$ cat src/rtl/seq_multiplier.sv
// Sequential unsigned shift-add multiplier: one partial product per RUN cycle,
// fixed WIDTH-cycle latency, result held in HOLD until the start level drops.
module seq_multiplier #(
  parameter int WIDTH = 16,
  parameter int CNT_W = 5
) (
  input  logic               clk,
  input  logic               rst,
  input  logic               start,
  input  logic [WIDTH-1:0]   operandA,
  input  logic [WIDTH-1:0]   operandB,
  output logic [2*WIDTH-1:0] product,
  output logic               busy,
  output logic               done
);

  typedef enum logic [1:0] {IDLE, RUN, HOLD} state_t;

  state_t               state_q,   state_d;
  logic [2*WIDTH-1:0]   mcand_q,   mcand_d;
  logic [WIDTH-1:0]     mplier_q,  mplier_d;
  logic [2*WIDTH-1:0]   acc_q,     acc_d;
  logic [CNT_W-1:0]     cnt_q,     cnt_d;
  logic [2*WIDTH-1:0]   product_q, product_d;
  logic [2*WIDTH-1:0]   sum;

  always_comb begin
    state_d   = state_q;
    mcand_d   = mcand_q;
    mplier_d  = mplier_q;
    acc_d     = acc_q;
    cnt_d     = cnt_q;
    product_d = product_q;
    // Multiplicand is zero-extended, so the running sum never exceeds 2*WIDTH bits.
    sum       = acc_q + (mplier_q[0] ? mcand_q : '0);

    case (state_q)
      IDLE: begin
        if (start) begin
          mcand_d  = {{WIDTH{1'b0}}, operandA};
          mplier_d = operandB;
          acc_d    = '0;
          cnt_d    = '0;
          state_d  = RUN;
        end
      end
      RUN: begin
        acc_d    = sum;
        mcand_d  = mcand_q << 1;
        mplier_d = mplier_q >> 1;
        cnt_d    = cnt_q + CNT_W'(1);
        if (cnt_q == CNT_W'(WIDTH - 1)) begin
          product_d = sum;
          state_d   = HOLD;
        end
      end
      HOLD: begin
        // Waiting for start to drop keeps a held decoder level from retriggering.
        if (!start) state_d = IDLE;
      end
      default: state_d = IDLE;
    endcase
  end

  always_ff @(posedge clk) begin
    if (rst) begin
      state_q   <= IDLE;
      mcand_q   <= '0;
      mplier_q  <= '0;
      acc_q     <= '0;
      cnt_q     <= '0;
      product_q <= '0;
    end else begin
      state_q   <= state_d;
      mcand_q   <= mcand_d;
      mplier_q  <= mplier_d;
      acc_q     <= acc_d;
      cnt_q     <= cnt_d;
      product_q <= product_d;
    end
  end

  assign product = product_q;
  assign busy    = (state_q == RUN);
  assign done    = (state_q == HOLD);

endmodule

$ cat config.mk
export PLATFORM = sky130hd
export DESIGN_NAME = seq_multiplier
export DESIGN_NICKNAME = d
export VERILOG_FILES = /design/src/rtl/seq_multiplier.sv
export SDC_FILE = /design/constraint.sdc
export NUM_CORES = 1
export LEC_CHECK = 0
export ABC_AREA = 0
export BUFFER_PORTS_ARGS = -buffer_cell sky130_fd_sc_hd__buf_2
export CAP_MARGIN = 20
export CELL_PAD_IN_SITES_DETAIL_PLACEMENT = 1
export CELL_PAD_IN_SITES_GLOBAL_PLACEMENT = 1
export CORE_ASPECT_RATIO = 2
export CORE_MARGIN = 8
export CORE_UTILIZATION = 25
export DETAILED_ROUTE_END_ITERATION = 10
export HOLD_SLACK_MARGIN = 0.1
export PLACE_DENSITY = 0.58
export SLEW_MARGIN = 30
export SYNTH_ARGS = -nofsm -noshare
export SYNTH_HDL_FRONTEND = slang
export SYNTH_SLANG_ARGS = --single-unit
$ cat constraint.sdc
create_clock -name clk -period 3.4 [get_ports clk]
set_input_delay 0.34 -clock clk [delete_from_list [all_inputs] [get_ports clk]]
set_output_delay 0.34 -clock clk [all_outputs]
set_load 0.1 [all_outputs]
==> results_dict.tcl, run 1 <==
set metrics [dict create \
    power.density_nw_per_um2 436.7 \
    cp_top_family "simple AND/OR/NAND/NOR gates" \
    setup_tns_ns 0 \
    cp_cell_sequence "buf_4 > and2_1 > ha_1 > and3_1 > nor2b_1 > nand4_1 > a21boi_1 > nor2_1 > or3_1 > a31oi_1" \
    crit_path_end_kind "flip-flop" \
    hold_violations 0 \
    rows 85 \
    place.gp.congestion 0.9428 \
    critPathSlowestCell "ha_1" \
    switchingPower_uw 920.9 \
    dieWidth_um 132.9 \
    cts_num_sinks 119 \
    clk_path_buf_depth 2 \
    firstDrtPassIters 4 \
    drive_gt1_share_pct 18.82 \
    fillers 3244 \
    crit_path_max_incr_delay_ns 0.42 \
    overflow 0 \
    hold_start "operandA[0]" \
    slew_headroom_pct 52.11 \
    finalSetupViolCount 0 \
    routed_wirelength_mm 24.83 \
    fin_crit_ns 3.089 \
    status "finished clean" \
    cts_tree "done" \
    final_common_cell "dfxtp_1" \
    pwr-share-clk_pct 49.1 \
    ctsRootBufferMaster "clkbuf_16" \
    ir_drop_mv 0.3081 \
    reg2reg_from "mplier_q[0]" \
    antenna_cells 0 \
    yosys_warnings 0 \
    nets 955 \
    cp.required_ns 3.76 \
    hpwl_mm 18.81 \
    multiInputGateArea_um2 4149 \
    start_util_pct 25.38 \
    grt_max_degree 67 \
    maxCapViolations 0 \
    cp_max_fo 32 \
    synth_area_leaders "dfxtp_1, a21oi_1, ha_1" \
    core_um2 26910 \
    ctsHoldBuffers 0 \
    synth_area_um2 6828 \
    h-tree-depth 4 \
    clk_pin_slew_worst_paths_ns 0.06 \
    finalCritPeriodShare_pct 90.86 \
    grt.total_usage_pct 15.05 \
    ff2ff_setup_slack_ns 0.31 \
    drtAntennaViolNets 0 \
    num_io_pins 69 \
    clock_latency_ns 0.44 \
    tightestPinTransition_ns 0.7183 \
    swShare_pct 26.16 \
    via_per_inst 5.216 \
    ff_latch_area_um2 2384 \
    cts_buffers 17 \
    whs_path_depth 3 \
    synthFlopType "dfxtp_1" \
    synth_edf_count 0 \
    whs_endpoint "mcand_q[0]" \
    synth_largest_area_cell "dfxtp_1" \
    wl_per_cell_um 19.93 \
    cp.arrival_ns 3.45 \
    antenna_found_initial 0 \
    p_leak_uw 0.003311 \
    maxClockFrequency_ghz 0.3237 \
    dieArea_um2 33180 \
    die_height_um 249.7 \
    internal_power_uw 2599 \
    startpoint_type "flip-flop" \
    p_seq_share_pct 41.8 \
    hold_class "input pin to flip-flop" \
    layout_common_cells "dfxtp_1, nor2_1, a21oi_1" \
    synth_cell_types 65 \
    rr_endpoint "product[15]" \
    crit_type "flip-flop to flip-flop" \
    via_count 6499 \
    grt_pass1_wl_mm 38.78 \
    grt_pass1_vias 7052 \
    syn_avg_cell_area_um2 8.128 \
    drt_iter0_drc 277 \
    crit_buf_inv 1 \
    syn_nets 909 \
    drv_slew 0 \
    synth.top_cell.area_share_pct 34.89 \
    placed_cells 1215 \
    reg2reg_depth 10 \
    fin_worst_skew_ns 0.01029 \
    async_flop_share_pct 0 \
    rsz0062_at_grt "no" \
    portBuffers 68 \
    pwr-share-comb_pct 9.1 \
    syn2layout_area_growth_pct 18.07 \
    synthCells 840 \
    fin_cells 1246 \
    drc 0 \
    ys_ff_latch 119 \
    synth_seq_area_share_pct 34.89 \
]
-- layout make-up --
cell class | instances | area share (%)
well taps | 348 | 5.401
repair buffers | 89 | 6.177
clock buffers | 20 | 5.665
clock inverters | 11 | 1.257
multi-input cells | 649 | 51.47
inverters | 10 | 0.4656
flip-flops and latches | 119 | 29.57
-- flip-flops by register name, indices dropped and copies added (netlist names) --
signal	cells
cnt_q	5
mplier_q	16
state_q	2
mcand_q	32
acc_q	32
product	32
-- worst min-delay path, stage by stage --
cell,delay (ns)
buf_2,0.08
a22oi_1,0.06
nor2_1,0.08
-- stage by stage --
| stage | util [%] | total power, µW | instance area, µm² | hold WS (ns) | setup WS (ns) |
|---|---|---|---|---|---|
| 2_1_floorplan | - | 1718 | 6828 | 0.4315 | 0.7572 |
| 3_3_place_gp | 27.88 | 1823 | 7502 | 0.4415 | 0.2111 |
| 3_5_place_dp | 27.88 | 1827 | 7502 | 0.4493 | 0.1979 |
| 4_1_cts | 29.96 | 3580 | 8060 | 0.1248 | 0.1612 |
| 5_1_grt | 29.96 | 3665 | 8061 | 0.1666 | 0.04424 |
| 6_report | 29.96 | 3520 | 8061 | 0.1506 | 0.3108 |
-- worst max path at each step --
stage                start           to  slack [ns]  cells past startpoint
5_1_grt        mplier_q[0]  product[15]        0.04                     10
3_3_place_gp   mplier_q[0]    acc_q[29]        0.21                     11
2_1_floorplan  mplier_q[0]  product[20]        0.76                     10
3_5_place_dp   mplier_q[0]    acc_q[29]        0.20                     11
6_report       mplier_q[0]  product[15]        0.31                     10
4_1_cts        mplier_q[0]    acc_q[29]        0.16                     11
-- synth_stat cells (2+ instances only) --
| master | count |
|---|---|
| a2111oi_4 | 2 |
| a211oi_1 | 6 |
| a211oi_2 | 2 |
| a21o_1 | 10 |
| a21oi_1 | 86 |
| a22o_1 | 11 |
| a22oi_1 | 35 |
| a311o_1 | 2 |
| a31oi_1 | 11 |
| a32oi_1 | 3 |
| and2_1 | 33 |
| and3_1 | 8 |
| buf_2 | 4 |
| clkbuf_1 | 54 |
| clkbuf_8 | 2 |
| clkinv_1 | 2 |
| dfxtp_1 | 119 |
| ha_1 | 33 |
| inv_1 | 8 |
| mux2i_1 | 3 |
| nand2_1 | 76 |
| nand2b_1 | 6 |
| nand3_1 | 19 |
| nand3b_1 | 2 |
| nand4_1 | 10 |
| nor2_1 | 103 |
| nor2b_1 | 35 |
| nor3_1 | 10 |
| nor4_1 | 4 |
| nor4b_1 | 2 |
| o211ai_1 | 3 |
| o21ai_0 | 34 |
| o21ai_1 | 2 |
| o21bai_1 | 5 |
| o221a_2 | 30 |
| o221ai_1 | 2 |
| or2_2 | 2 |
| or3_1 | 6 |
| or4_1 | 3 |
| xnor2_1 | 15 |
| xor2_1 | 13 |
-- power by group through the flow --
| stage | registers, µW | logic, µW | clock network [µW] |
|---|---|---|---|
| floorplan | 1490 | 229 | 0 |
| global placement | 1500 | 323 | 0 |
| detailed placement | 1500 | 326 | 0 |
| CTS | 1470 | 328 | 1780 |
| global route | 1480 | 353 | 1830 |
| finish | 1470 | 321 | 1730 |
-- layer usage --
metal | GRT usage, % | vias up | wire [µm]
met2 | 28.12 | 136 | 13620
met3 | 3.139 | 74 | 649
met5 | 0 | - | 0
met1 | 13.65 | 3168 | 8861
met4 | 11.91 | 0 | 1701
li1 | - | 3121 | -
-- cells by family after synthesis --
logic type | after synthesis | share of synthesized area (%)
buffers and inverters | 72 | 4.435
XOR/XNOR | 28 | 3.592
adder cells (fa/ha/maj) | 34 | 6.341
multiplexers | 3 | 0.4398
AND/OR/NAND/NOR | 324 | 23.00
flip-flops | 119 | 34.89
AO/OA/AOI/OAI | 260 | 27.30
-- repair_timing --
| item | in CTS | in global routing |
|---|---|---|
| hold endpoints to repair | 0 | 0 |
| endpoints found under the setup margin | 0 | 1 |
| buffers inserted | 0 | 0 |
| gates resized for setup | 0 | 1 |
Note: power is estimated with default switching activity, not from simulation.
==> run 2: changes to the inputs <==
Settings changed: CTS_BUF_LIST set to sky130_fd_sc_hd__clkbuf_2 sky130_fd_sc_hd__clkbuf_4 sky130_fd_sc_hd__clkbuf_8.
==> run 2 against run 1 <==
Against the previous run: non-clock buffer count is 2 higher; wire length barely moved; die area unchanged; final cell count rose by 0.24%; maximum frequency is 0.32% lower; cell area fell by 2.0%; clock-buffer cell count did not move; core utilization is 0.61 points lower; largest cell class unchanged; largest power group is now registers.
==> results_dict.tcl, run 2 (synthesized netlist as in run 1, its figures left out) <==
set metrics [dict create \
    ir_drop_mv 0.1939 \
    multiInputGateArea_um2 4149 \
    syn2layout_area_growth_pct 15.65 \
    grt_pass1_vias 7015 \
    grt.total_usage_pct 15.04 \
    tightestPinTransition_ns 0.7247 \
    cp_cell_sequence "buf_4 > and2_1 > ha_1 > a21oi_1 > o21ai_0 > a2111oi_2 > a211oi_2 > a31oi_1 > xnor2_1 > a22o_1" \
    ff2ff_setup_slack_ns 0.30 \
    wl_per_cell_um 19.89 \
    post_cts_buffers 0 \
    rsz0062_at_grt "no" \
    grt_max_degree 67 \
    hpwl_mm 18.81 \
    status "finished clean" \
    start_util_pct 25.38 \
    cts_num_sinks 119 \
    fin_crit_ns 3.099 \
    finalSetupViolCount 0 \
    num_io_pins 69 \
    switchingPower_uw 866.1 \
    crit_path_end_kind "flip-flop" \
    portBuffers 68 \
    maxCapViolations 0 \
    crit_buf_inv 1 \
    maxClockFrequency_ghz 0.3227 \
    cts_tree "done" \
    clk_pin_slew_worst_paths_ns 0.08 \
    antenna_found_initial 1 \
    reg2reg_from "mplier_q[0]" \
    clk_path_buf_depth 2 \
    drt_iter0_drc 228 \
    grtUsageMet3_pct 2.837 \
    p_leak_uw 0.003235 \
    ff_latch_area_um2 2384 \
    h-tree-depth 4 \
    cp_max_fo 32 \
    slew_headroom_pct 51.69 \
    pwr-share-comb_pct 10.6 \
    p_seq_share_pct 48.2 \
    fin_worst_skew_ns 0.01656 \
    whs_path_depth 4 \
    placed_cells 1215 \
    dieArea_um2 33180 \
    setup_tns_ns 0 \
    crit_cells 10 \
    drv_slew 0 \
    routed_wirelength_mm 24.85 \
    internal_power_uw 2180 \
    cp_top_family "compound AO/OA/AOI/OAI gates" \
    final_common_cell "dfxtp_1" \
    layout_common_cells "dfxtp_1, nor2_1, a21oi_1" \
    nets 957 \
    finalCritPeriodShare_pct 91.16 \
    cp.arrival_ns 3.47 \
    core_um2 26910 \
    cp-startpoint "mplier_q[0]" \
    die_height_um 249.7 \
    clock_latency_ns 0.49 \
    hold_start "operandA[3]" \
    startpoint_type "flip-flop" \
    drc 0 \
    fillers 3263 \
    cp.required_ns 3.77 \
    firstDrtPassIters 4 \
    critPathSlowestCell "a2111oi_2" \
    rows 85 \
    cts_buffers 17 \
    met1_usage_pct 13.67 \
    overflow 0 \
    hold_violations 0 \
    reg2reg_depth 10 \
    crit_type "flip-flop to flip-flop" \
    via_per_inst 5.211 \
    crit_path_max_incr_delay_ns 0.51 \
    power.density_nw_per_um2 385.8 \
    swShare_pct 28.43 \
    dieWidth_um 132.9 \
    grt_pass1_wl_mm 38.67 \
    fin_cells 1249 \
    ctsRootBufferMaster "clkbuf_8" \
    drtAntennaViolNets 0 \
    place.gp.congestion 0.9428 \
    pwr-share-clk_pct 41.2 \
    hold_class "input pin to flip-flop" \
    use_met2_pct 28.19 \
    grt_most_used_layer "met2" \
    via_count 6508 \
    drive_gt1_share_pct 18.89 \
]
run 2: changes by cell type in the layout (fill, tap and decap cells not counted):
cell,delta
dlygate4sd3_1,+2
clkbuf_4,+1
clkbuf_1,-1
diode_2,+1
clkbuf_16,-17
clkbuf_8,+17
run 2: stage by stage:
stage          util [%]  total power, µW  setup slack, ns  cell area [µm²]  hold slack [ns]
2_1_floorplan         -             1718           0.7572             6828           0.4315
3_3_place_gp      27.88             1823           0.2111             7502           0.4415
3_5_place_dp      27.88             1827           0.1979             7502           0.4493
4_1_cts           29.33             3101           0.1601             7893           0.2552
5_1_grt           29.35             3183          0.05881             7896           0.2780
6_report          29.35             3046           0.3007             7896           0.2957
run 2: power by group through the flow:
stage | Sequential [µW] | Clock, µW | Combinational, µW
floorplan | 1490 | 0 | 229
global placement | 1500 | 0 | 323
detailed placement | 1500 | 0 | 326
CTS | 1470 | 1300 | 329
global route | 1470 | 1350 | 355
finish | 1470 | 1260 | 323
run 2: layout make-up:
type | count | area share [%]
inverter | 10 | 0.4754
timing repair buffer | 91 | 6.560
antenna | 1 | 0.03169
multi-input combinational | 649 | 52.54
clock inverter | 11 | 1.283
tap | 348 | 5.514
clock buffer | 20 | 3.407
sequential | 119 | 30.19
run 2: routing by layer:
metal / wire length [µm] / up-vias
met2: 13670 / 132
li1: - / 3124
met3: 603 / 73
met1: 8865 / 3179
met4: 1709 / 0
met5: 0 / -
run 2: tightest hold or removal path, stage by stage:
cell and delay, ns:
buf_2 0.08, nor2_1 0.03, a21oi_1 0.13, o221a_2 0.18
run 2: path summary, 6_finish.rpt:
| kind | to |
|---|---|
| setup / recovery | product[30] |
| hold reg to reg | product[6] |
| setup reg to reg | product[30] |
| hold / removal | mcand_q[3] |
run 2: what timing repair did:
action                     CTS  global route
hold endpoints to repair     2             0
hold buffers                 2             0
gates resized for setup      0             1
setup endpoints to repair    0             1
==> run 3: changes to the inputs <==
Settings changed: REMOVE_ABC_BUFFERS set to 1.
==> run 3 against run 2 <==
Against the previous run: first-iteration DRC count increased by 16%; maximum frequency decreased by 0.55%; highest routed layer unchanged; setup slack got worse by 0.017 ns.
==> results_dict.tcl, run 3 (synthesized netlist as in run 1, its figures left out) <==
set metrics [dict create \
    status "finished clean" \
    clk_path_buf_depth 2 \
    portBuffers 68 \
    grt_pass1_wl_mm 39.06 \
    slew_headroom_pct 46.17 \
    drc 0 \
    finalCritPeriodShare_pct 91.66 \
    cts_num_sinks 119 \
    dieArea_um2 33180 \
    ir_drop_mv 0.2028 \
    drv_slew 0 \
    antenna_found_initial 1 \
    cp.arrival_ns 3.53 \
    nets 962 \
    grt_max_degree 67 \
    clock_latency_ns 0.47 \
    crit_path_max_incr_delay_ns 0.56 \
    dieWidth_um 132.9 \
    rows 85 \
    cp.required_ns 3.81 \
    tightestPinTransition_ns 0.8075 \
    place.gp.congestion 0.8672 \
    finalSetupViolCount 0 \
    drt_iter0_drc 264 \
    crit_type "flip-flop to flip-flop" \
    syn2layout_area_growth_pct 16.71 \
    design_area_um2 7969 \
    num_io_pins 69 \
    clk_pin_slew_worst_paths_ns 0.08 \
    fin_crit_ns 3.116 \
    ctsResizeCount 0 \
    startpoint_type "flip-flop" \
    path_common_cell "a21oi_1" \
    critPathSlowestCell "o21ai_0" \
    fillers 3249 \
    via_count 6497 \
    via_per_inst 5.181 \
    hold_slack_ns 0.3204 \
    cp_max_fo 15 \
    power.density_nw_per_um2 397.3 \
    grt_pass1_vias 7116 \
    die_height_um 249.7 \
    hold_class "input pin to flip-flop" \
    maxCapViolations 0 \
    cts_buffers 17 \
    final_common_cell "dfxtp_1" \
    cts_tree "done" \
    h-tree-depth 4 \
    layout_common_cells "dfxtp_1, nor2_1, a21oi_1" \
    start_util_pct 25.38 \
    setup_tns_ns 0 \
    hold_violations 0 \
    place_area_um2 7538 \
    maxClockFrequency_ghz 0.3209 \
    final_core_util_pct 29.62 \
    drtAntennaViolNets 0 \
    crit_path_end_kind "flip-flop" \
    wl_per_cell_um 19.93 \
    hpwl_mm 19.28 \
    fin_worst_skew_ns 0.01229 \
    p_total_uw 3166 \
    p_leak_uw 0.003286 \
    grt.total_usage_pct 15.22 \
    drive_gt1_share_pct 19.34 \
    routed_wirelength_mm 25.00 \
    rsz0062_at_grt "no" \
    overflow 0 \
    core_um2 26910 \
    firstDrtPassIters 4 \
    cp_cell_sequence "buf_4 > and2_1 > ha_1 > a21oi_1 > o21ai_0 > a21oi_1 > o221ai_1 > nor2_1 > xnor2_1 > a22o_1" \
    ctsRootBufferMaster "clkbuf_8" \
]
run 3: changes by cell type in the layout (fill, tap and decap cells not counted), moves of 2 or more:
cell,previous run,this run
buf_4,21,26
clkinvlp_4,4,1
inv_6,1,4
bufinv_16,1,3
clkbuf_8,19,17
run 3: layout make-up:
class,instances,area [µm²],share of cell area [%]
multi-input cells,649,4146,52.03
clock buffers,17,234.0,2.936
flip-flops and latches,119,2384,29.91
diodes,1,2.502,0.03140
inverters,10,37.54,0.4710
clock inverters,14,173.9,2.182
well taps,348,435.4,5.464
repair buffers,96,555.5,6.971
run 3: stage by stage:
step,setup WS (ns),instances
6_report,0.2835,1254
5_1_grt,0.1147,1254
3_5_place_dp,0.2515,1220
2_1_floorplan,-0.6359,778
4_1_cts,0.2295,1253
3_3_place_gp,0.2792,1220
run 3: repair_timing:
item	CTS	global route
hold buffers	2	0
buffers inserted	0	0
hold endpoints to repair	2	0
run 3: final timing paths:
kind	from	end	slack [ns]	depth (start not counted)
setup / recovery	mplier_q[0]	product[28]	0.28	10
hold / removal	operandB[7]	mplier_q[7]	0.32	4
setup reg to reg	mplier_q[0]	product[28]	0.28	10
hold reg to reg	product[9]	product[9]	0.45	2
run 3: critical path, delay by kind of cell (launching register included):
family          cells  cell delay (ns)
fa+ha+maj           1             0.51
xor+xnor            1             0.27
buf+inv             1             0.19
flops               1             0.35
simple gates        2             0.25
compound gates      5             1.49
run 3: report_power, final:
part | internal, µW | switching [µW]
Sequential | 1440 | 31.2
Combinational | 125 | 201
Clock | 728 | 645
Total | 2290 | 877
run 3: per-layer routing:
layer	share of wire [%]	GRT usage, %
met2	59	30.83
met1	35	13.52
met5	0	0
met3	2.0	2.475
met4	4.4	8.518
